## src/rtl/cpu_controller.sv

```systemverilog
// Eight-phase instruction-cycle sequencer; control strobes decode from phase, opcode and zero.
// Optional CTRL_HALT_LATCH_EN: an HLT freezes the sequencer at OP_ADDR until rst_.
module cpu_controller #(
    parameter int OPCODE_W = 3
) (
    input  logic                clk,
    input  logic                rst_,
    input  logic [OPCODE_W-1:0] opcode,
    input  logic                zero,
    output logic                sel,
    output logic                mem_rd,
    output logic                load_ir,
    output logic                halt,
    output logic                inc_pc,
    output logic                load_ac,
    output logic                load_pc,
    output logic                mem_wr,
    output logic                data_e
);

    localparam int NUM_PHASES = 8;
    localparam int PHASE_W    = $clog2(NUM_PHASES);

    typedef enum logic [PHASE_W-1:0] {
        INST_ADDR  = 3'd0,
        INST_FETCH = 3'd1,
        INST_LOAD  = 3'd2,
        IDLE       = 3'd3,
        OP_ADDR    = 3'd4,
        OP_FETCH   = 3'd5,
        ALU_OP     = 3'd6,
        STORE      = 3'd7
    } phase_t;

    localparam logic [OPCODE_W-1:0] OP_HLT = OPCODE_W'(0);
    localparam logic [OPCODE_W-1:0] OP_SKZ = OPCODE_W'(1);
    localparam logic [OPCODE_W-1:0] OP_ADD = OPCODE_W'(2);
    localparam logic [OPCODE_W-1:0] OP_AND = OPCODE_W'(3);
    localparam logic [OPCODE_W-1:0] OP_XOR = OPCODE_W'(4);
    localparam logic [OPCODE_W-1:0] OP_LDA = OPCODE_W'(5);
    localparam logic [OPCODE_W-1:0] OP_STO = OPCODE_W'(6);
    localparam logic [OPCODE_W-1:0] OP_JMP = OPCODE_W'(7);

    phase_t phase;
    phase_t phase_next;
    logic   halted;
    logic   alu_op;

    assign phase_next = phase_t'(phase + 1'b1);

`ifdef CTRL_HALT_LATCH_EN
    // The opcode only qualifies the halt latch, so an X opcode can at worst leave it clear.
    always_ff @(posedge clk or negedge rst_) begin
        if (!rst_) begin
            phase  <= INST_ADDR;
            halted <= 1'b0;
        end else if (halted) begin
            phase <= OP_ADDR;
        end else if (phase == OP_ADDR && opcode == OP_HLT) begin
            halted <= 1'b1;
            phase  <= OP_ADDR;
        end else begin
            phase <= phase_next;
        end
    end
`else
    assign halted = 1'b0;

    always_ff @(posedge clk or negedge rst_) begin
        if (!rst_) begin
            phase <= INST_ADDR;
        end else begin
            phase <= phase_next;
        end
    end
`endif

    assign alu_op = (opcode == OP_ADD) || (opcode == OP_AND) ||
                    (opcode == OP_XOR) || (opcode == OP_LDA);

    always_comb begin
        sel     = 1'b0;
        mem_rd  = 1'b0;
        load_ir = 1'b0;
        halt    = 1'b0;
        inc_pc  = 1'b0;
        load_ac = 1'b0;
        load_pc = 1'b0;
        mem_wr  = 1'b0;
        data_e  = 1'b0;
        if (halted) begin
            halt = 1'b1;
        end else begin
            case (phase)
                INST_ADDR: begin
                    sel = 1'b1;
                end
                INST_FETCH: begin
                    sel    = 1'b1;
                    mem_rd = 1'b1;
                end
                INST_LOAD, IDLE: begin
                    sel     = 1'b1;
                    mem_rd  = 1'b1;
                    load_ir = 1'b1;
                end
                OP_ADDR: begin
                    inc_pc = 1'b1;
                    halt   = (opcode == OP_HLT);
                end
                OP_FETCH: begin
                    mem_rd = alu_op;
                end
                ALU_OP: begin
                    mem_rd  = alu_op;
                    inc_pc  = (opcode == OP_SKZ) && zero;
                    load_pc = (opcode == OP_JMP);
                    data_e  = (opcode == OP_STO);
                end
                STORE: begin
                    mem_rd  = alu_op;
                    inc_pc  = (opcode == OP_JMP);
                    load_ac = alu_op;
                    load_pc = (opcode == OP_JMP);
                    mem_wr  = (opcode == OP_STO);
                    data_e  = (opcode == OP_STO);
                end
                default: begin
                    sel = 1'b1;
                end
            endcase
        end
    end

endmodule
```

## config.mk

```make
export PLATFORM = sky130hd
export DESIGN_NAME = cpu_controller
export DESIGN_NICKNAME = d
export VERILOG_FILES = /design/src/rtl/cpu_controller.sv
export SDC_FILE = /design/constraint.sdc
export NUM_CORES = 1
export LEC_CHECK = 0
export CORE_AREA = 2 2 39 41
export CTS_CLUSTER_DIAMETER = 50
export CTS_CLUSTER_SIZE = 10
export DETAILED_ROUTE_END_ITERATION = 6
export DIE_AREA = 0 0 41 43
export PLACE_DENSITY_LB_ADDON = 0.08
export SLEW_MARGIN = 20
export SYNTH_ARGS = -nofsm -noshare
export SYNTH_HDL_FRONTEND = slang
export SYNTH_SLANG_ARGS = --single-unit
export TNS_END_PERCENT = 50
```

## constraint.sdc

```tcl
create_clock -name clk -period 2.7 [get_ports clk]
set_input_delay 0.54 -clock clk [delete_from_list [all_inputs] [get_ports clk]]
set_output_delay 0.54 -clock clk [all_outputs]
set_load 0.05 [all_outputs]
```

==> metrics <==
status=completed; Max Cap Violations=0; DIE HEIGHT=approximately 43 um; Post-synth EDFFs=0; post-DP HPWL=~600 um; Final Hold Viols=0; setup repair bufs after CTS=0; hold_buf cts=0; Max FO, Critical Path=6; Most flops, register=phase; cells after synthesis=33; Antenna Cells=0; Netlist cell types=19; YS warnings=0; top cell type's share of synthesized area=a little over a quarter; # nets final=between 60 and 70; Mapped Area=about 290 um^2; P&R area growth vs syn=90.8%; Slew HR=roughly two thirds; Hold Crit Class=in2async; initial core utilization=20.7%; Avg Cell Area, Syn=a little under 9 um^2; clk sink count=3; Max clock buf depth=2; Sw Ratio=about a fifth; GR Util met3=under 10%; Worst VDD drop=~0.00022 V; #FFs+latches synth=3; drc violations=0; CTS buffer count=3; Via-to-Cell Ratio=between 4 and 5; final estimated routing congestion in global placement=0.731; CP endpoint kind=output port; worst-margin pin slew=488 ps; RSZ-0062 raised after global routing=no; top flop regs=phase (3); Reg power frac=between 30% and 40%; Layout fillers=145; Worst Skew=around 1.3 ps; clock latency on the worst-skew pair=230 ps; fraction of layout cells with a size suffix above 1=25.5%; Tot Pwr=0.000136 W; DIE AREA=about 1800 um^2; Routed Antenna Nets=0; area of the multi-input gates=a little under 200 um^2; core area=roughly 1400 um^2; vias in the first global route=302; Clock power frac=approximately 57%; register area share after synthesis=a little over a quarter; clk slew on worst S/H paths=40 ps; Synth Net Count=between 40 and 50; LEAKAGE=0.239 nW; final wirelength=slightly above 700 um; total grt overflow=0; global routing's busiest layer=met2; DR WL/cell=10.7 um; main flop type after synthesis=dfrtp_1; final setup fails=0; # resized after CTS=0; power per cell area=between 200 and 250 nW/um^2; CP Class=in2out; GR Layer Usage met1=9.68%; Worst Path Arrival=roughly 1900 ps; Required @ worst endpoint=2160 ps; buffers added on ports=14; CTS tree=yes; htree depth=1; Global Route Usage Sum=9.75%; Via Count=about 300; Sw Pwr=roughly 0.000028 W; max reg flops=3; Yosys top cell by area=dfrtp_1; period utilization=between 80% and 90%; Peak Freq=418 MHz; Root Driver=clkbuf_4; final setup TNS=0 ps; ys async rst share=100%; first-pass GRT wire length=~1100 um; Boundary Pins=15; TritonRoute pass-1 iters=4; GR Layer Usage met2=between 10% and 20%; Pint=around 0.00011 W; Final Slew Violations=0; Comb pwr share=roughly 10%; die width=slightly above 40 um; Area contributors post-synth=dfrtp_1 (26%), ha_1 (26%), inv_1 (5.2%); # rows=14; minimum clock period=about 2400 ps; top cells by count, synth=ha_1 (6), inv_1 (4), dfrtp_1 (3), nor2_1 (3); Reg area=about 75 um^2; most common cell in the netlist=ha_1; Initial DRC Count=1; initial antenna violation count=0; startpoint class of the critical path=primary input; largest net degree at the start of global routing=8
## metrics by stage
stage          setup slack [ps]  cell area [um^2]  hold slack (ps)  util, %  std cells
2_1_floorplan               132               293              244        -         33
3_3_place_gp                370               520              509     37.6         63
3_5_place_dp                294               520              530     37.6         63
4_1_cts                     290               547              483     39.5         67
5_1_grt                     218               547              490     39.5         67
6_report                    305               547              489     39.5         67
## layout make-up
class	instances	share of cell area, %
multi-input cells	25	36.4
well taps	16	3.66
flip-flops and latches	3	13.7
clock buffers	4	4.81
repair buffers	14	38.0
inverters	5	3.43
## path summary, 6_finish.rpt
kind	cells after the start	startpoint	slack, ps	endpoint
min reg2reg	1	phase[0]$_DFF_PN0_	520	phase[0]$_DFF_PN0_
min	1	rst_	490	phase[1]$_DFF_PN0_
max in group asynchronous	1	rst_	2070	phase[2]$_DFF_PN0_
max	4	opcode[1]	310	inc_pc
max reg2reg	3	phase[1]$_DFF_PN0_	1640	phase[2]$_DFF_PN0_
min in group clk	1	phase[0]$_DFF_PN0_	520	phase[0]$_DFF_PN0_
## worst max-delay path: stages
cell             delay (ps)
clkdlybuf4s50_1         520
nand4bb_1               230
a211oi_1                370
buf_12                  190
## power by group through the flow
| stage | logic, W | registers [W] | clock network [W] |
|---|---|---|---|
| floorplan | 0.00000242 | 0.0000458 | 0 |
| global placement | 0.0000133 | 0.0000458 | 0 |
| detailed placement | 0.0000137 | 0.0000458 | 0 |
| CTS | 0.0000138 | 0.0000452 | 0.0000818 |
| global route | 0.0000149 | 0.0000452 | 0.0000858 |
| finish | 0.0000136 | 0.0000452 | 0.0000776 |
## layer usage
metal  wire (um)  vias to the layer above
li1            -                      151
met1         267                      141
met2         384                       11
met3          62                        0
met4           0                        0
met5           0                        -
## layout by cell type (no fill, tap or decap)
cell type and n:
dfrtp_1 3, nand2_1 1, nand3_1 1, xnor2_1 1, o221ai_1 1, nor4_2 1, nor2b_1 1, clkbuf_4 3
buf_12 7, nor3_1 2, or2b_1 1, a211oi_1 1, and4b_1 1, ha_1 6, inv_2 1, clkdlybuf4s50_1 6
clkbuf_1 1, nand4bb_1 1, a21oi_1 1, buf_4 1, o21ai_0 2, inv_1 4, nor2_1 3, a31oi_1 1
## cell families after synthesis
logic type | count (synthesis) | share of synthesized area (%)
compound gates | 6 | 13.1
fa+ha+maj | 6 | 26.2
buf+inv | 5 | 6.55
flops | 3 | 26.2
xor+xnor | 1 | 3.06
simple gates | 12 | 24.9
Note: power is estimated with default switching activity, not from simulation.
